[config.mk]
export PLATFORM = sky130hd
export DESIGN_NAME = controle_cronometro_posse
export DESIGN_NICKNAME = d
export VERILOG_FILES = /design/src/rtl/controle_cronometro_posse.sv
export SDC_FILE = /design/constraint.sdc
export NUM_CORES = 1
export LEC_CHECK = 0
export ABC_AREA = 1
export BUFFER_PORTS_ARGS = -buffer_cell sky130_fd_sc_hd__buf_4
export CAP_MARGIN = 20
export CORE_MARGIN = 2
export CORE_UTILIZATION = 25
export CTS_BUF_LIST = sky130_fd_sc_hd__clkbuf_2
export CTS_CLUSTER_SIZE = 40
export DETAILED_ROUTE_END_ITERATION = 10
export GPL_TIMING_DRIVEN = 0
export PLACE_DENSITY_LB_ADDON = 0.25
export REMOVE_ABC_BUFFERS = 1
export SLEW_MARGIN = 20
export SYNTH_ARGS = -nofsm -noshare
export SYNTH_HDL_FRONTEND = slang
export SYNTH_SLANG_ARGS = --single-unit
[constraint.sdc]
create_clock -name clock_in -period 3.65 [get_ports clock_in]
set_input_delay 0.365 -clock clock_in [delete_from_list [all_inputs] [get_ports clock_in]]
set_output_delay 0.365 -clock clock_in [all_outputs]
set_load 0.02 [all_outputs]
[src/rtl/controle_cronometro_posse.sv]
// Referee-button front end for the 14/24 s shot clock: debounces the buttons, applies the
// reload rules, and latches a violation when the countdown buzzer fires while running.
module controle_cronometro_posse #(
  parameter int DB_CYCLES = 50000
) (
  input  logic       clock_in,
  input  logic       reset,
  input  logic       btn_posse,
  input  logic       btn_rebote,
  input  logic       btn_falta,
  input  logic       btn_pausa,
  input  logic       game_stop,
  input  logic [4:0] shot_value,
  input  logic       shot_buzzer,
  output logic       resetNumero,
  output logic       chaveParar,
  output logic       chaveEscolherCronometro,
  output logic       violacao,
  output logic [1:0] estado
);
  localparam int CW = (DB_CYCLES > 1) ? $clog2(DB_CYCLES + 1) : 1;
  localparam logic [CW-1:0] CNT_LAST = CW'(DB_CYCLES - 1);

  typedef enum logic [1:0] {
    STOPPED = 2'b00,
    RUNNING = 2'b01,
    EXPIRED = 2'b10
  } state_t;

  // Bit order everywhere: 3 posse, 2 falta, 1 rebote, 0 pausa.
  logic [3:0] raw, sync1, sync2, level, level_prev, event_pulse;
  logic       ev_posse, ev_falta, ev_rebote, ev_pausa;
  logic       loaded;
  state_t     state, state_next;
  logic       pulse_next, chave_next, load24, load14;

  assign raw = {btn_posse, btn_falta, btn_rebote, btn_pausa};

  // Synchronizers and registered rising-edge detection of the debounced levels
  always_ff @(posedge clock_in or posedge reset) begin
    if (reset) begin
      sync1       <= 4'b0000;
      sync2       <= 4'b0000;
      level_prev  <= 4'b0000;
      event_pulse <= 4'b0000;
    end else begin
      sync1       <= raw;
      sync2       <= sync1;
      level_prev  <= level;
      event_pulse <= level & ~level_prev;
    end
  end

  for (genvar i = 0; i < 4; i++) begin : g_db
    logic [CW-1:0] cnt;
    logic          lvl;

    // Level follows the synchronized input only after DB_CYCLES consecutive mismatches
    always_ff @(posedge clock_in or posedge reset) begin
      if (reset) begin
        cnt <= '0;
        lvl <= 1'b0;
      end else if (sync2[i] != lvl) begin
        if (cnt == CNT_LAST) begin
          lvl <= sync2[i];
          cnt <= '0;
        end else begin
          cnt <= cnt + CW'(1);
        end
      end else begin
        cnt <= '0;
      end
    end

    assign level[i] = lvl;
  end

  assign ev_posse  = event_pulse[3];
  assign ev_falta  = event_pulse[2];
  assign ev_rebote = event_pulse[1];
  assign ev_pausa  = event_pulse[0];

  // Next-state and reload decision; only the highest-priority event is acted on
  always_comb begin
    state_next = state;
    load24     = 1'b0;
    load14     = 1'b0;
    pulse_next = 1'b0;
    chave_next = chaveEscolherCronometro;
    if (!loaded) begin
      load24 = 1'b1;
    end else begin
      case (state)
        STOPPED: begin
          if (ev_posse) begin
            load24 = 1'b1;
          end else if (ev_falta || ev_rebote) begin
            load14 = 1'b1;
          end else if (ev_pausa && !game_stop) begin
            state_next = RUNNING;
          end else begin
            state_next = STOPPED;
          end
        end
        RUNNING: begin
          if (shot_buzzer && !ev_posse) begin
            state_next = EXPIRED;
          end else if (ev_posse) begin
            load24 = 1'b1;
          end else if (ev_falta) begin
            load14     = 1'b1;
            state_next = STOPPED;
          end else if (ev_rebote) begin
            load14 = 1'b1;
          end else if (ev_pausa || game_stop) begin
            state_next = STOPPED;
          end else begin
            state_next = RUNNING;
          end
        end
        EXPIRED: begin
          if (ev_posse) begin
            load24     = 1'b1;
            state_next = STOPPED;
          end else begin
            state_next = EXPIRED;
          end
        end
        default: begin
          state_next = STOPPED;
        end
      endcase
    end
    // A 14 s reload never raises the clock: at 14 or above it is a no-op.
    if (load24) begin
      pulse_next = 1'b1;
      chave_next = 1'b1;
    end else if (load14 && (shot_value < 5'd14)) begin
      pulse_next = 1'b1;
      chave_next = 1'b0;
    end else begin
      pulse_next = 1'b0;
      chave_next = chaveEscolherCronometro;
    end
  end

  // State and registered countdown controls
  always_ff @(posedge clock_in or posedge reset) begin
    if (reset) begin
      state                   <= STOPPED;
      loaded                  <= 1'b0;
      resetNumero             <= 1'b0;
      chaveParar              <= 1'b1;
      chaveEscolherCronometro <= 1'b1;
      violacao                <= 1'b0;
    end else begin
      state                   <= state_next;
      loaded                  <= 1'b1;
      resetNumero             <= pulse_next;
      chaveParar              <= (state_next != RUNNING);
      chaveEscolherCronometro <= chave_next;
      violacao                <= (state_next == EXPIRED);
    end
  end

  assign estado = state;

endmodule

==> out/results.tsv, run 1 <==
metric	value	unit
Cell Chain, Critical Path	buf_4	
flop-to-flop setup slack	2090	ps
post-synth cell types	32	
PortBufs	17	
Initial Util	0.253	
FF-to-FF End	g_db[1].cnt[8]	
CP peak stage delay	590	ps
Final Slew Violations	0	
share of layout cells above drive strength 1	0.0959	
number of synthesized register bits	91	
Max Clk Rate	0.596	GHz
R2R Path Start	g_db[1].cnt[0]	
Die Wd	138	µm
CP Capture Point	chaveEscolherCronometro	
part of the cycle the worst path needs	0.460	
ys async rst share	1.00	
Yosys top cell by area	dfrtp_1	
top cell type's share of synthesized area	0.496	
most common cell after layout, fill and taps aside	nor2_1	
crit path from	chaveEscolherCronometro	
kind of end point of the critical path	output pin	
Comb pwr share	0.049	
Clk pwr share	0.317	
Power Internal	1.21	mW
Final Hold Vio Count	0	
critical path's top delay family	flip-flops	
Top FF cell, synth	dfrtp_1	
Leak Pwr	2.22	nW
Layout fillers	1908	
post-synthesis instance area	4490	µm²
Placed Instances	813	
ANT nets after route	0	
largest cells by area after synthesis	dfrtp_1 (50%), nor2_1 (11%), nand2_1 (9.6%)	
initial antenna violation count	0	
CORE AREA	17800	µm²
Ports	19	
Yosys warnings	0	
most frequent cells in the layout	nor2_1 (126), nand2_1 (115), dfrtp_1 (89)	
Area growth syn-to-layout	13.4	%
Stages on worst setup path	1	
max_cap viols	0	
switching power	0.423	mW
vias in the first global route	3637	
Startpoint Class	register	
Critical Path RT	3280	ps
first-pass GRT wire length	17000	µm
share of the core filled with cells	0.287	
total CTS buffers	9	
sequential area share after synthesis	0.507	
clock latency on the worst-skew pair	600	ps
via count of the routed design	3587	
VDD IR max	0.000130	V
Cell Pwr Density	321	nW/µm²
Setup Buffers After CTS	0	
# diodes	0	
drt drc	0	
clock sink count	91	
final setup vio count	0	
drt initial violations	194	
nets@finish	617	
Vert. Die Dim	138	µm
mean post-synth cell area	7.93	µm²
Sequential Power Share	0.634	
RD Place Congestion	0.844	
grt ovf	0	
post-cts resize count	0	
maximum clock path buffer count	2	
sw frac	0.258	
Mapped Cells	567	
hpwl dp	6820	µm
CTS tree	built	
number of vias per cell	4.30	
num rows	49	
drt wl/cell	11.2	µm
CTS Hold Bufs	5	
non-filler cells, final	834	
total global-route track usage	0.107	
RSZ-0062 raised after global routing	no	
worst setup path class	register to output pin	
number of flops mapped to enable cells by yosys	0	
drt total wl	9380	µm
minimum clock period after layout	1680	ps
CP bufs+invs	1	
FF-to-FF path depth	6	
worst hold path class	input port to register	
clk slew on worst S/H paths	240	ps
Clock Tree Root	clkbuf_2	
Crit-path slowest cell	dfstp_2	
Layout Skew	34.6	ps
largest net degree at the start of global routing	80	
full die area	19100	µm²
critical path fanouts, max	2	
run status	finished clean	
Critical Path AT	1310	ps
htree depth	3	
Pre-antenna DRT Iters	5	
==> synth_stat cells (3+ instances only) <==
cell and n:
dfrtp_1 89, nand2_1 115, xor2_1 24, nand3_1 44
nor2_1 126, o21ai_0 10, nand4_1 11, nor2_2 5
inv_2 3, ha_1 4, nand2_2 6, nor2_4 3
inv_1 66, nor3_1 19, a21oi_1 17, nor3b_1 3
o21ai_1 4
==> final cells by class <==
cell class | instances | area [µm²] | area share
clock buffer | 11 | 55.1 | 0.0108
clock inverter | 5 | 53.8 | 0.0106
inverter | 69 | 264 | 0.0518
multi-input combinational | 406 | 1950 | 0.383
sequential | 91 | 2280 | 0.447
tap | 229 | 287 | 0.0562
timing repair buffer | 23 | 205 | 0.0403
==> registers in the layout, summed over array words and instances (netlist names), named ones only <==
name and flops:
estado 1, sync2 4, level_prev 4, chaveEscolherCronometro 1, violacao 1, g_db.cnt 64, sync1 4, g_db.lvl 4
loaded 1, resetNumero 1, chaveParar 1, event_pulse 4
==> layer usage <==
metal	global-route usage	share of wire	wire length (µm)
met5	0	0	0
met1	0.141	0.49	4580
met2	0.172	0.46	4340
met4	0.0478	0.017	156
met3	0.0211	0.032	299
==> kinds of logic (layout without fill, tap and decap cells) <==
logic type / Yosys count / after routing / share of synthesized area
AO/OA/AOI/OAI: 37 / 37 / 0.0448
XOR/XNOR: 26 / 26 / 0.0507
adder cells (fa/ha/maj): 4 / 4 / 0.0111
buffers and inverters: 70 / 108 / 0.0587
flip-flops: 91 / 91 / 0.507
other: 1 / 1 / 0.000834
AND/OR/NAND/NOR: 338 / 338 / 0.327
==> power by group through the flow <==
stage / clock, mW / combinational (mW) / sequential, mW
after floorplan: 0 / 0.0471 / 1.05
after global placement: 0 / 0.0741 / 1.06
after detailed placement: 0 / 0.0803 / 1.06
after CTS: 0.537 / 0.0849 / 1.04
after global routing: 0.582 / 0.0958 / 1.04
final: 0.518 / 0.0806 / 1.04
==> through the flow <==
stage          power (mW)  hold WS, ps  setup WS (ps)  setup TNS, ps  cell area, µm²
2_1_floorplan        1.10          331            925              0            4490
3_3_place_gp         1.13          339           -280         -24420            4900
3_5_place_dp         1.14          297           2120              0            4940
4_1_cts              1.66         68.5           1930              0            5090
5_1_grt              1.72          102           1890              0            5090
6_report             1.64          101           1970              0            5090
==> worst min-delay path by stage <==
| stage | startpoint | end | slack, ps | cells after the start |
|---|---|---|---|---|
| detailed placement | reset | sync1[1] | 300 | 2 |
| finish | shot_value[4] | resetNumero | 100 | 4 |
| floorplan | sync1[0] | sync2[0] | 330 | 0 |
| global placement | sync1[1] | sync2[1] | 340 | 0 |
| CTS | shot_value[4] | resetNumero | 70 | 4 |
| global route | shot_value[4] | resetNumero | 100 | 4 |
No activity file was read; power rests on OpenSTA's default activity.
==> run 2: changes to the inputs <==
==> constraint.sdc (replaced) <==
create_clock -name clock_in -period 1.55 [get_ports clock_in]
set_input_delay 0.155 -clock clock_in [delete_from_list [all_inputs] [get_ports clock_in]]
set_output_delay 0.155 -clock clock_in [all_outputs]
set_load 0.02 [all_outputs]
==> run 2 against run 1 <==
Net effect:
- wire length rose by 1.6%
- critical path depth is the same
- global-route usage is essentially flat
- worst setup slack worse by 1900 ps
- hold slack got worse by 60 ps
- sequential cell count unchanged
- power increased by 140%
- non-clock buffer count up 9
- largest power group unchanged
==> out/results.tsv, run 2 (same netlist as run 1, synthesis figures left out) <==
metric	value	unit	change
Area growth syn-to-layout	16.0	%	was 13.4%
Cell Chain, Critical Path	buf_4		unchanged
Final Slew Violations	0		unchanged
FF-to-FF End	g_db[1].cnt[8]		unchanged
post-route setup slack	77.1	ps	was 1970 ps
Reg with most FFs	g_db.cnt		unchanged
worst setup path class	register to output pin		unchanged
CP Capture Point	chaveEscolherCronometro		unchanged
CORE AREA	17800	µm²	unchanged
maximum clock path buffer count	2		unchanged
Startpoint Class	register		unchanged
most common cell after layout, fill and taps aside	nor2_1		unchanged
critical path fanouts, max	2		unchanged
Placed Instances	813		unchanged
drt wl/cell	11.3	µm	was 11.2 µm
htree depth	3		unchanged
via count of the routed design	3671		was 3587
clock latency on the worst-skew pair	610	ps	was 600 ps
dpl ws	24.6	ps	was 2120 ps
CP peak stage delay	590	ps	about the same
Leak Pwr	2.26	nW	was 2.22 nW
max_cap viols	0		unchanged
first-pass GRT wire length	17000	µm	about the same
run status	finished clean		unchanged
Layout Skew	32.3	ps	was 34.6 ps
clk slew on worst S/H paths	230	ps	was 240 ps
CTS tree	built		unchanged
VDD IR max	0.000309	V	was 0.000130 V
flop-to-flop setup slack	150	ps	was 2090 ps
total global-route track usage	0.108		was 0.107
critical path's top delay family	flip-flops		unchanged
grt ovf	0		unchanged
final setup vio count	0		unchanged
Initial Util	0.253		unchanged
Crit-path slowest cell	dfstp_2		unchanged
total CTS buffers	9		unchanged
Ports	19		unchanged
Clock Tree Root	clkbuf_2		unchanged
minimum clock period after layout	1470	ps	
drt drc	0		unchanged
Max Clk Rate	0.679	GHz	
share of the core filled with cells	0.293		was 0.287
RSZ-0062 raised after global routing	no		unchanged
Die Wd	138	µm	unchanged
R2R Path Start	g_db[1].cnt[0]		unchanged
Critical Path RT	1390	ps	was 3280 ps
PortBufs	17		unchanged
number of vias per cell	4.35		was 4.30
crit path from	chaveEscolherCronometro		unchanged
Final Hold Vio Count	0		unchanged
Critical Path AT	1320	ps	was 1310 ps
Cell Pwr Density	746	nW/µm²	was 321 nW/µm²
RD Place Congestion	0.844		unchanged
kind of end point of the critical path	output pin		unchanged
# diodes	0		unchanged
nets@finish	626		was 617
Pre-antenna DRT Iters	4		was 5
largest net degree at the start of global routing	80		unchanged
part of the cycle the worst path needs	0.950		
drt initial violations	200		was 194
drt total wl	9530	µm	was 9380 µm
Fin Setup TNS	0	ps	unchanged
share of layout cells above drive strength 1	0.111		was 0.0959
initial antenna violation count	0		unchanged
clock sink count	91		unchanged
most frequent cells in the layout	nor2_1 (123), nand2_1 (113), dfrtp_1 (89)		was nor2_1 (126), nand2_1 (115), dfrtp_1 (89)
CP bufs+invs	1		unchanged
non-filler cells, final	843		was 834
max reg flops	64		unchanged
worst hold path class	input port to register		unchanged
vias in the first global route	3661		was 3637
hpwl dp	6820	µm	unchanged
Vert. Die Dim	138	µm	unchanged
full die area	19100	µm²	unchanged
ANT nets after route	0		unchanged
Stages on worst setup path	1		unchanged
FF-to-FF path depth	6		unchanged
num rows	49		unchanged
[run 2: cell types whose count changed in the layout (fill, tap and decap cells not counted), moves of 2 or more]
cell	previous run	this run
nand2_1	115	113
dlygate4sd3_1	5	10
nand2_2	6	8
nor2_1	126	123
buf_4	17	21
nor2_2	5	7
[run 2: where the power goes]
part	leakage, nW	internal (mW)	switching (mW)	total, mW
Sequential	1.23	2.42	0.0257	2.44
Combinational	0.964	0.0873	0.132	0.219
Clock	0.0656	0.376	0.848	1.22
[run 2: repair_timing]
item / in CTS / in global routing
setup endpoints to repair: 3 / 28
hold buffers: 10 / 0
resized for setup: 0 / 9
gates cloned: 0 / 0
hold endpoints to repair: 98 / 0
buffers inserted: 1 / 3
[run 2: cell type report]
class / instances / area [µm²]
inverters: 69 / 264
well taps: 229 / 287
repair buffers: 32 / 285
fillers: 1895 / 12600
clock inverters: 5 / 53.8
clock buffers: 11 / 55.1
multi-input cells: 406 / 1990
flip-flops and latches: 91 / 2280
[run 2: worst min path at each step]
stage	slack, ps	endpoint	depth (start not counted)	start
after CTS	1	resetNumero	4	shot_value[1]
after global placement	270	sync1[2]	1	btn_falta
final	40	resetNumero	4	shot_value[1]
after floorplan	190	sync1[0]	0	btn_pausa
after detailed placement	90	sync1[1]	2	reset
after global routing	50	resetNumero	4	shot_value[1]
[run 2: metrics by stage]
step	instance area [µm²]	power, mW	hold slack, ps
after floorplan	4490	2.59	186
after global placement	4900	2.66	265
after detailed placement	4940	2.68	86.7
after CTS	5150	3.92	1.16
after global routing	5210	4.08	45.6
final	5210	3.89	40.8
[run 2: worst min-delay path, cell delays in order]
cell and delay (ps):
buf_4 80, nand3_1 130, o2111ai_1 170, nand2_1 90
[run 2: metal layers]
| metal | vias to the layer above | wire length (µm) | global-route usage |
|---|---|---|---|
| met4 | 0 | 176 | 0.0478 |
| met1 | 1732 | 4660 | 0.141 |
| met2 | 50 | 4390 | 0.173 |
| li1 | 1876 | - | - |
| met3 | 13 | 302 | 0.0211 |
| met5 | - | 0 | 0 |
